--- config.mk ---
export PLATFORM = sky130hd
export DESIGN_NAME = next_pc_ctrl
export DESIGN_NICKNAME = d
export VERILOG_FILES = /design/src/rtl/next_pc_ctrl.sv
export SDC_FILE = /design/constraint.sdc
export NUM_CORES = 1
export LEC_CHECK = 0
export ABC_AREA = 1
export CAP_MARGIN = 0
export CORE_ASPECT_RATIO = 2
export CORE_UTILIZATION = 35
export DETAILED_ROUTE_END_ITERATION = 10
export DONT_BUFFER_PORTS = 1
export GPL_ROUTABILITY_DRIVEN = 0
export GPL_TIMING_DRIVEN = 1
export PLACE_DENSITY = 0.6
export SLEW_MARGIN = 20
export SYNTH_ARGS = -nofsm -noshare
export SYNTH_HDL_FRONTEND = slang
export SYNTH_SLANG_ARGS = --single-unit
--- constraint.sdc ---
create_clock -name CLK -period 1.6 [get_ports CLK]
set_input_delay 0.24 -clock CLK [delete_from_list [all_inputs] [get_ports CLK]]
set_output_delay 0.24 -clock CLK [all_outputs]
set_load 0.02 [all_outputs]
--- src/rtl/next_pc_ctrl.sv ---
// next_pc_ctrl: fetches the instruction at Count over req/ack, decodes its
// control-flow class and drives PC Target/Halt so the PC advances once per
// instruction. Define NEXT_PC_TIMEOUT_EN to compile in the fetch timeout
// counter, the FAULT state and a live Fault output.
module next_pc_ctrl #(
    parameter int TIMEOUT = 16
) (
    input  logic        CLK,
    input  logic        Init_n,
    input  logic [15:0] Count,
    input  logic        BrCond,
    input  logic        IMemAck,
    input  logic [15:0] IMemData,
    output logic [15:0] Target,
    output logic        Halt,
    output logic        IMemReq,
    output logic [15:0] IMemAddr,
    output logic [15:0] Instr,
    output logic        InstrValid,
    output logic        Fault
);
    localparam logic [2:0] IDLE   = 3'd0;
    localparam logic [2:0] REQ    = 3'd1;
    localparam logic [2:0] ISSUE  = 3'd2;
    localparam logic [2:0] HALTED = 3'd3;
`ifdef NEXT_PC_TIMEOUT_EN
    localparam logic [2:0] FAULT  = 3'd4;
    localparam logic [7:0] LAST   = 8'(TIMEOUT - 1);
    logic [7:0] tmo;
`endif
    logic [2:0]  state, state_nxt;
    logic [15:0] target_nxt;
    logic [3:0]  op;
    logic        take_ack;

    assign op         = IMemData[15:12];
    assign take_ack   = (state == REQ) && IMemAck;
    assign IMemAddr   = Count;
    assign Halt       = state != ISSUE;
    assign InstrValid = state == ISSUE;
    assign target_nxt = (op == 4'hC)           ? {Count[15:12], IMemData[11:0]} :
                        (op == 4'hD && BrCond) ? Count + {{8{IMemData[7]}}, IMemData[7:0]} :
                        (op == 4'hF)           ? Count :
                                                 Count + 16'd1;

    // state sequencing: ack only counts in REQ; HALTED/FAULT hold until reset
    always_comb begin
        state_nxt = state;
        case (state)
            IDLE:  state_nxt = REQ;
            REQ: begin
                if (IMemAck)
                    state_nxt = (op == 4'hF) ? HALTED : ISSUE;
`ifdef NEXT_PC_TIMEOUT_EN
                else if (tmo == LAST)
                    state_nxt = FAULT;
`endif
            end
            ISSUE: state_nxt = REQ;
            default: state_nxt = state;
        endcase
    end

    // state, request and the instruction/target latched on the ack edge
    always_ff @(posedge CLK) begin
        if (!Init_n) begin
            state   <= IDLE;
            Target  <= 16'h0000;
            IMemReq <= 1'b0;
            Instr   <= 16'h0000;
        end else begin
            state   <= state_nxt;
            IMemReq <= state_nxt == REQ;
            if (take_ack) begin
                Instr  <= IMemData;
                Target <= target_nxt;
            end
        end
    end

`ifdef NEXT_PC_TIMEOUT_EN
    // counts REQ cycles; zero outside REQ so each fetch starts fresh
    always_ff @(posedge CLK) begin
        if (!Init_n || state != REQ)
            tmo <= 8'd0;
        else
            tmo <= tmo + 8'd1;
    end

    assign Fault = state == FAULT;
`else
    assign Fault = 1'b0;
`endif
endmodule

### After elaboration in Yosys (flattened, before gate mapping)

Cells that the tools add are included.

| word-level totals | value |
|---|---|
| logic and storage cells | 23 |
| register bits after elaboration | 36 |

| operators by class | value |
|---|---|
| muxes and demuxes | 6 |
| equality and inequality tests | 7 |
| reductions and logical operators | 4 |
| add/subtract/negate cells | 2 |

Operator list:

| operator | count |
|---|---|
| 16-bit two-way mux | 3 |
| 16-bit by 1-bit adder with 16-bit output (second input constant) | 1 |
| 16-bit adder | 1 |
| 4-bit == test (second input constant) | 3 |
| 3-bit by 1-bit == test with 1-bit output (second input constant) | 2 |
| 3-bit one-hot mux with 2 select lines | 1 |
| 3-bit by 2-bit == test with 1-bit output (second input constant) | 1 |
| 3-bit zero test | 1 |
| 3-bit two-way mux | 1 |
| 3-bit by 2-bit != test with 1-bit output (second input constant) | 1 |
| 1-bit logical AND | 2 |
| 2-bit OR reduction | 1 |
| 1-bit two-way mux | 1 |

### Longest topological paths before layout

Gate-level depths: netlist of run 1.

| depth | value |
|---|---|
| depth in word-level cells | 5 |
| depth in mapped cells | 13 |
| mapped depth without buffers | 13 |

### Least setup slack after synthesis of run 1

OpenSTA, ideal clock, no wires.

| timing | value |
|---|---|
| kind | in2reg |
| from | input Count[0] |
| to | register Target[14] |
| setup time | 66 ps |
| arrival | 1547 ps |
| cell stages on the path | 13 |
| path slack | -13 ps |
| cells stage by stage | ha_1 -> fa_1 -> nand2_1 -> nand2_1 -> nand3b_1 -> nand2_1 -> nand2_1 -> nand2_1 -> nand2_1 -> nand3_1 -> nand2_1 -> nand2_1 -> a21oi_2 |

| between the ends | value |
|---|---|
| cells in the longest elaborated chain, start to end | 4 |
| elaborated cells between the ends (all ways) | 5 |
| classes of those cells | add/sub: 2; mux: 3 |

Ends and longest elaborated chain:

| element | line | text |
|---|---|---|
| start: declaration | 10 | `input logic [15:0] Count,` |
| 16-bit by 1-bit adder with 16-bit output | 44 | `Count + 16'd1;` |
| 16-bit two-way mux | 43 | `(op == 4'hF) ? Count :` |
| 16-bit two-way mux (*) | 42 | `(op == 4'hD && BrCond) ? Count + {{8{IMemData[7]}}, IMemData[7:0]} :` |
| 16-bit two-way mux (*) | 41 | `assign target_nxt = (op == 4'hC) ? {Count[15:12], IMemData[11:0]} :` |
| end signal: assignment | 76 | `Target <= target_nxt;` |
| end: declaration | 14 | `output logic [15:0] Target,` |

Every way passes the cells marked *; elsewhere a longest branch is shown, timed or not.
A chain may end at the register's enable or synchronous reset.

### Final worst setup path of run 1

| timing | value |
|---|---|
| from | input Count[0] |
| to | register Target[4] |

Same word-level chain as after synthesis.

==> impl_metrics.toml, run 1 <==
[pwr]
leakagePower_nw = 1.65
ir_drop_mv = 0.470
power-per-cell-area_nw_per_um2 = 791

[global_route]
grt_max_degree = 35
antenna_found_initial = 0
grt_usage = 0.202
grt_pass1_vias = 2921
grt_pass1_wl_um = 13900
grt_overflow_total = 0

[synthesis]
synth_flop_cell = "dfxtp_1"
yosys_warnings = 0
synthCells = 485
synthArstFlopShare = 0
synth_nets = 538
yosysSeqAreaShare = 0.232
netlist_area_um2 = 3110
synth-edff-count = 0
syn-mean-instance-area_um2 = 6.41
ys_types = 46
ys_ff_latch = 36

[sta]
min_period_ns = 1.46
fin_crit_sh = 0.911
max_freq_ghz = 0.686
hold_slack_ns = 0.0607
tns_ns = 0
finalMaxSlewViolations = 0
fin_skew_ns = 0.00811
rsz0062_at_grt = "false"
final_hold_viol_count = 0
setup_violations = 0

[layout]
design_area_um2 = 3380
drive_gt1_frac = 0.131
utilization = 0.391
layout_commonest_cell = "nand2_1"
nets = 539
layout_common_cells = "124 x nand2_1, 55 x inv_1, 44 x nand3_1"
diodes = 0
area_growth_pct = 8.86

[clocking]
cts_buffers = 5
post_cts_buffers = 0
cts-hold-fix-buffers = 0
cts_tree = "done"
ctsResizeCount = 0
cts_root_buffer = "clkbuf_16"
cts.sinks = 36
ctsLongestPathBuffers = 2
clk_latency_ns = 0.29
clkTransAtPathRegs_ns = 0.06
htree_levels = 2

[placement]
place_area_um2 = 3230
portBuffers = 0
hpwlAfterDp_um = 7470

[worst_hold_path]
hp-class = "in2reg"

[critical_path]
path_class = "in2reg"
worstPathArrival_ns = 1.68
critPathSlowestCell = "xor2_1"
cpMostUsedCell = "a21oi_1"
r2r_slack_ns = 0.27
rr_endpoint = "Target[0]$_SDFFE_PN0P_"
crit_end = "Target[4]$_SDFFE_PN0P_"
end_kind = "flip-flop"
timing.rr.start = "state[2]$_SDFF_PN0_"
cp_max_fo = 5
crit_required_ns = 1.82
crit_chain = "ha_1, fa_2, nand2_2, a21oi_1, xor2_1, nand2_1, nand3_1, o211ai_1, a21oi_1"
critical_path.startpoint_type = "primary input"
slowest_delay_ns = 0.29
crit_start = "Count[0]"
reg2regPathDepth = 8

[floorplan]
pin_count = 88
start_util = 0.359
die_y_um = 135
dieArea_um2 = 9280
die_w_um = 68.6
row_count = 48
core_area_um2 = 8650

[run_status]
outcome = "finished clean"

[drt]
dr.pass1.iters = 4
postRouteAntennaNets = 0
wire_per_inst_um = 15.4
drc_errors = 0
viasPerCell = 5.22
num_vias = 3063
wirelength_um = 9050
drt_iter0_markers = 131

[job]
drv_cap = 0
## power by group
group / leakage [nW] / internal [mW] / switching (mW)
registers: 0.295 / 0.954 / 0.103
clock network: 0.0671 / 0.580 / 0.385
logic: 1.29 / 0.266 / 0.389
total: 1.65 / 1.80 / 0.877
## state kept, by name, indices dropped and copies added (netlist names)
name     flops
state        3
Instr       16
IMemReq      1
Target      16
## through the flow
stage / instances / setup WS (ns) / power, mW
after floorplan: 485 / 0.0354 / 1.60
after global placement: 579 / -0.0908 / 1.72
after detailed placement: 579 / -0.123 / 1.73
after CTS: 587 / 0.167 / 2.68
after global routing: 587 / 0.0152 / 2.83
final: 587 / 0.142 / 2.68
## layout make-up
cell class / instances / area [um^2]
tap: 100 / 125
fill: 962 / 5270
clock buffer: 6 / 129
clock inverter: 2 / 16.3
multi-input combinational: 357 / 1950
timing repair buffer: 24 / 205
inverter: 62 / 234
sequential: 36 / 721
## how the worst min path moves through the flow
stage / from / end / slack (ns) / cells past startpoint
after floorplan: Init_n / Instr[1]$_SDFFE_PN0P_ / 0.38 / 2
after global placement: Init_n / state[2]$_SDFF_PN0_ / 0.34 / 2
after detailed placement: Init_n / state[2]$_SDFF_PN0_ / 0.35 / 2
after CTS: Init_n / state[2]$_SDFF_PN0_ / 0.06 / 2
after global routing: Init_n / state[2]$_SDFF_PN0_ / 0.08 / 2
final: Init_n / state[2]$_SDFF_PN0_ / 0.06 / 2
## synthesized netlist by cell type, types with 2 or more instances
| master | number | area share |
|---|---|---|
| nor2_2 | 4 | 0.0081 |
| nand3_4 | 2 | 0.011 |
| buf_2 | 5 | 0.0081 |
| dfxtp_1 | 36 | 0.23 |
| nand2_2 | 4 | 0.0081 |
| a21oi_2 | 6 | 0.017 |
| nand3b_1 | 4 | 0.0097 |
| a31oi_1 | 2 | 0.0040 |
| nand4_1 | 4 | 0.0081 |
| inv_2 | 6 | 0.0072 |
| a211oi_1 | 3 | 0.0072 |
| or2_0 | 2 | 0.0040 |
| a21o_1 | 2 | 0.0048 |
| nor2_1 | 43 | 0.052 |
| or2_1 | 2 | 0.0040 |
| and2_1 | 3 | 0.0060 |
| xor2_1 | 4 | 0.011 |
| clkbuf_1 | 3 | 0.0036 |
| o21a_1 | 4 | 0.0097 |
| nor3_1 | 6 | 0.0097 |
| o21ai_0 | 20 | 0.032 |
| buf_6 | 2 | 0.0072 |
| nand2_1 | 125 | 0.15 |
| a21oi_1 | 29 | 0.047 |
| o21bai_1 | 3 | 0.0072 |
| inv_1 | 55 | 0.066 |
| buf_4 | 19 | 0.046 |
| nand3_1 | 44 | 0.071 |
| ha_1 | 16 | 0.064 |
| nor2_8 | 3 | 0.019 |
| o21ai_1 | 9 | 0.014 |
## layer usage
layer  vias to the layer above  part of all wire  track usage
met3                        24             0.058       0.0345
met5                         -                 0            0
met1                      1383              0.34        0.183
li1                       1554                 -            -
met2                       102              0.56        0.388
met4                         0             0.048        0.118
## kinds of logic after synthesis
kind of cell               after synthesis  share of synthesized area
xor gates and xnor gates                 5                     0.0141
other                                    1                    0.00121
DFF                                     36                      0.232
AOI/OAI and AO/OA                       82                      0.155
buffers and inverters                   92                      0.141
and+or+nand+nor                        252                      0.386
adders and majority gates               17                     0.0709
## critical path: cells and delay by family
family / cells / cell delay (ns)
and+or+nand+nor: 3 / 0.25
AOI/OAI and AO/OA: 3 / 0.50
xor gates and xnor gates: 1 / 0.29
adders and majority gates: 2 / 0.39
(Power assumes the default switching activity.)
==> inputs of run 2 (changes only) <==
Settings changed: PLACE_DENSITY 0.6 to unset, PLACE_DENSITY_LB_ADDON set to 0.12.
==> impl_metrics.toml, run 2 (synthesis gave the netlist of run 1 again) <==
[global_route]
grt_pass1_wl_um = 14700
grt_pass1_vias = 2948
grt_overflow_total = 0
grt_usage = 0.212
antenna_found_initial = 0
grt_max_degree = 35

[critical_path]
critical_path.startpoint_type = "primary input"
crit_required_ns = 1.81
cp_max_fo = 5
worstPathArrival_ns = 1.67
path_class = "in2reg"
r2r_slack_ns = 0.28
end_kind = "flip-flop"

[clocking]
post_cts_buffers = 0
cts_buffers = 5
cts_tree = "done"
ctsLongestPathBuffers = 2
cts-hold-fix-buffers = 0
htree_levels = 2
cts_root_buffer = "clkbuf_16"
clk_latency_ns = 0.28
cts.sinks = 36
ctsResizeCount = 0
clkTransAtPathRegs_ns = 0.05

[floorplan]
row_count = 48
start_util = 0.359
pin_count = 88
die_y_um = 135
die_w_um = 68.6
core_area_um2 = 8650
dieArea_um2 = 9280

[layout]
reg_top3 = "Instr x16, Target x16, state x3"
layout_common_cells = "119 x nand2_1, 55 x inv_1, 43 x nor2_1, 43 x nand3_1, 36 x dfxtp_1"
diodes = 0
layout_commonest_cell = "nand2_1"
fillers = 967
instances_no_fill = 584
drive_gt1_frac = 0.140
utilization = 0.391
nets = 536
area_growth_pct = 8.94

[sta]
rsz0062_at_grt = "false"
max_freq_ghz = 0.686
finalMaxSlewViolations = 0
final_hold_viol_count = 0
fin_crit_sh = 0.911
finalWorstSetupSlack_ns = 0.143
fin_skew_ns = 0.00621
min_period_ns = 1.46
setup_violations = 0

[drt]
viasPerCell = 5.11
num_vias = 2986
postRouteAntennaNets = 0
wire_per_inst_um = 15.7
dr.pass1.iters = 4
drc_errors = 0
drt_iter0_markers = 134
wirelength_um = 9190

[placement]
dp_slack_ns = -0.179
dp.cells = 576
hpwlAfterDp_um = 7590
portBuffers = 0

[pwr]
power-per-cell-area_nw_per_um2 = 791
power_mw = 2.68
ir_drop_mv = 0.317
leakagePower_nw = 1.64

[job]
drv_cap = 0

[run_status]
outcome = "finished clean"

[worst_hold_path]
hp-class = "in2reg"
-- run 2: cell types whose count changed in the layout (fill, tap and decap cells not counted) --
| cell | delta |
|---|---|
| nand3_2 | +1 |
| nand2_2 | +5 |
| ha_2 | +1 |
| buf_4 | -3 |
| nand3_1 | -1 |
| ha_1 | -1 |
| clkbuf_8 | +1 |
| nand2_1 | -5 |
| clkinv_4 | -1 |
-- run 2: per-layer routing --
| metal | routed length, um | GRT usage | vias up |
|---|---|---|---|
| met4 | 281 | 0.0926 | 0 |
| li1 | - | - | 1546 |
| met2 | 5280 | 0.417 | 84 |
| met3 | 366 | 0.0244 | 19 |
| met1 | 3270 | 0.205 | 1337 |
| met5 | 0 | 0 | - |
-- run 2: final timing paths --
check        depth (start not counted)                endpoint                 from
max                                 11  Target[6]$_SDFFE_PN0P_             Count[0]
min                                  2     state[2]$_SDFF_PN0_               Init_n
max reg2reg                          8  Target[0]$_SDFFE_PN0P_  state[2]$_SDFF_PN0_
min reg2reg                          2     state[2]$_SDFF_PN0_  state[2]$_SDFF_PN0_
-- run 2: power breakdown --
group	switching [mW]	internal, mW
clock	0.348	0.619
sequential	0.102	0.954
combinational	0.391	0.262
total	0.841	1.84
-- run 2: area by class of cell --
cell class / count / area, um^2 / area share
tap: 100 / 125 / 0.0370
multi-input combinational: 357 / 1970 / 0.583
timing repair buffer: 21 / 183 / 0.0540
inverter: 62 / 234 / 0.0691
sequential: 36 / 721 / 0.213
clock inverter: 1 / 7.51 / 0.00222
clock buffer: 7 / 143 / 0.0421
-- run 2: through the flow --
stage               area, um^2  hold slack (ns)  TNS, ns
finish                    3380           0.0779        0
detailed placement        3210            0.350    -1.30
global route              3380           0.0801        0
floorplan                 3110            0.376        0
global placement          3210            0.342    -1.07
CTS                       3360           0.0626        0
-- run 2: critical path: stages --
cell and delay, ns:
ha_2 0.19, fa_2 0.37, nand2_2 0.08, nand2_1 0.05, nand3b_1 0.10, nand2_2 0.09
a21oi_1 0.13, o21ai_0 0.10, nand3_1 0.08, nand2_1 0.11, a21oi_1 0.13
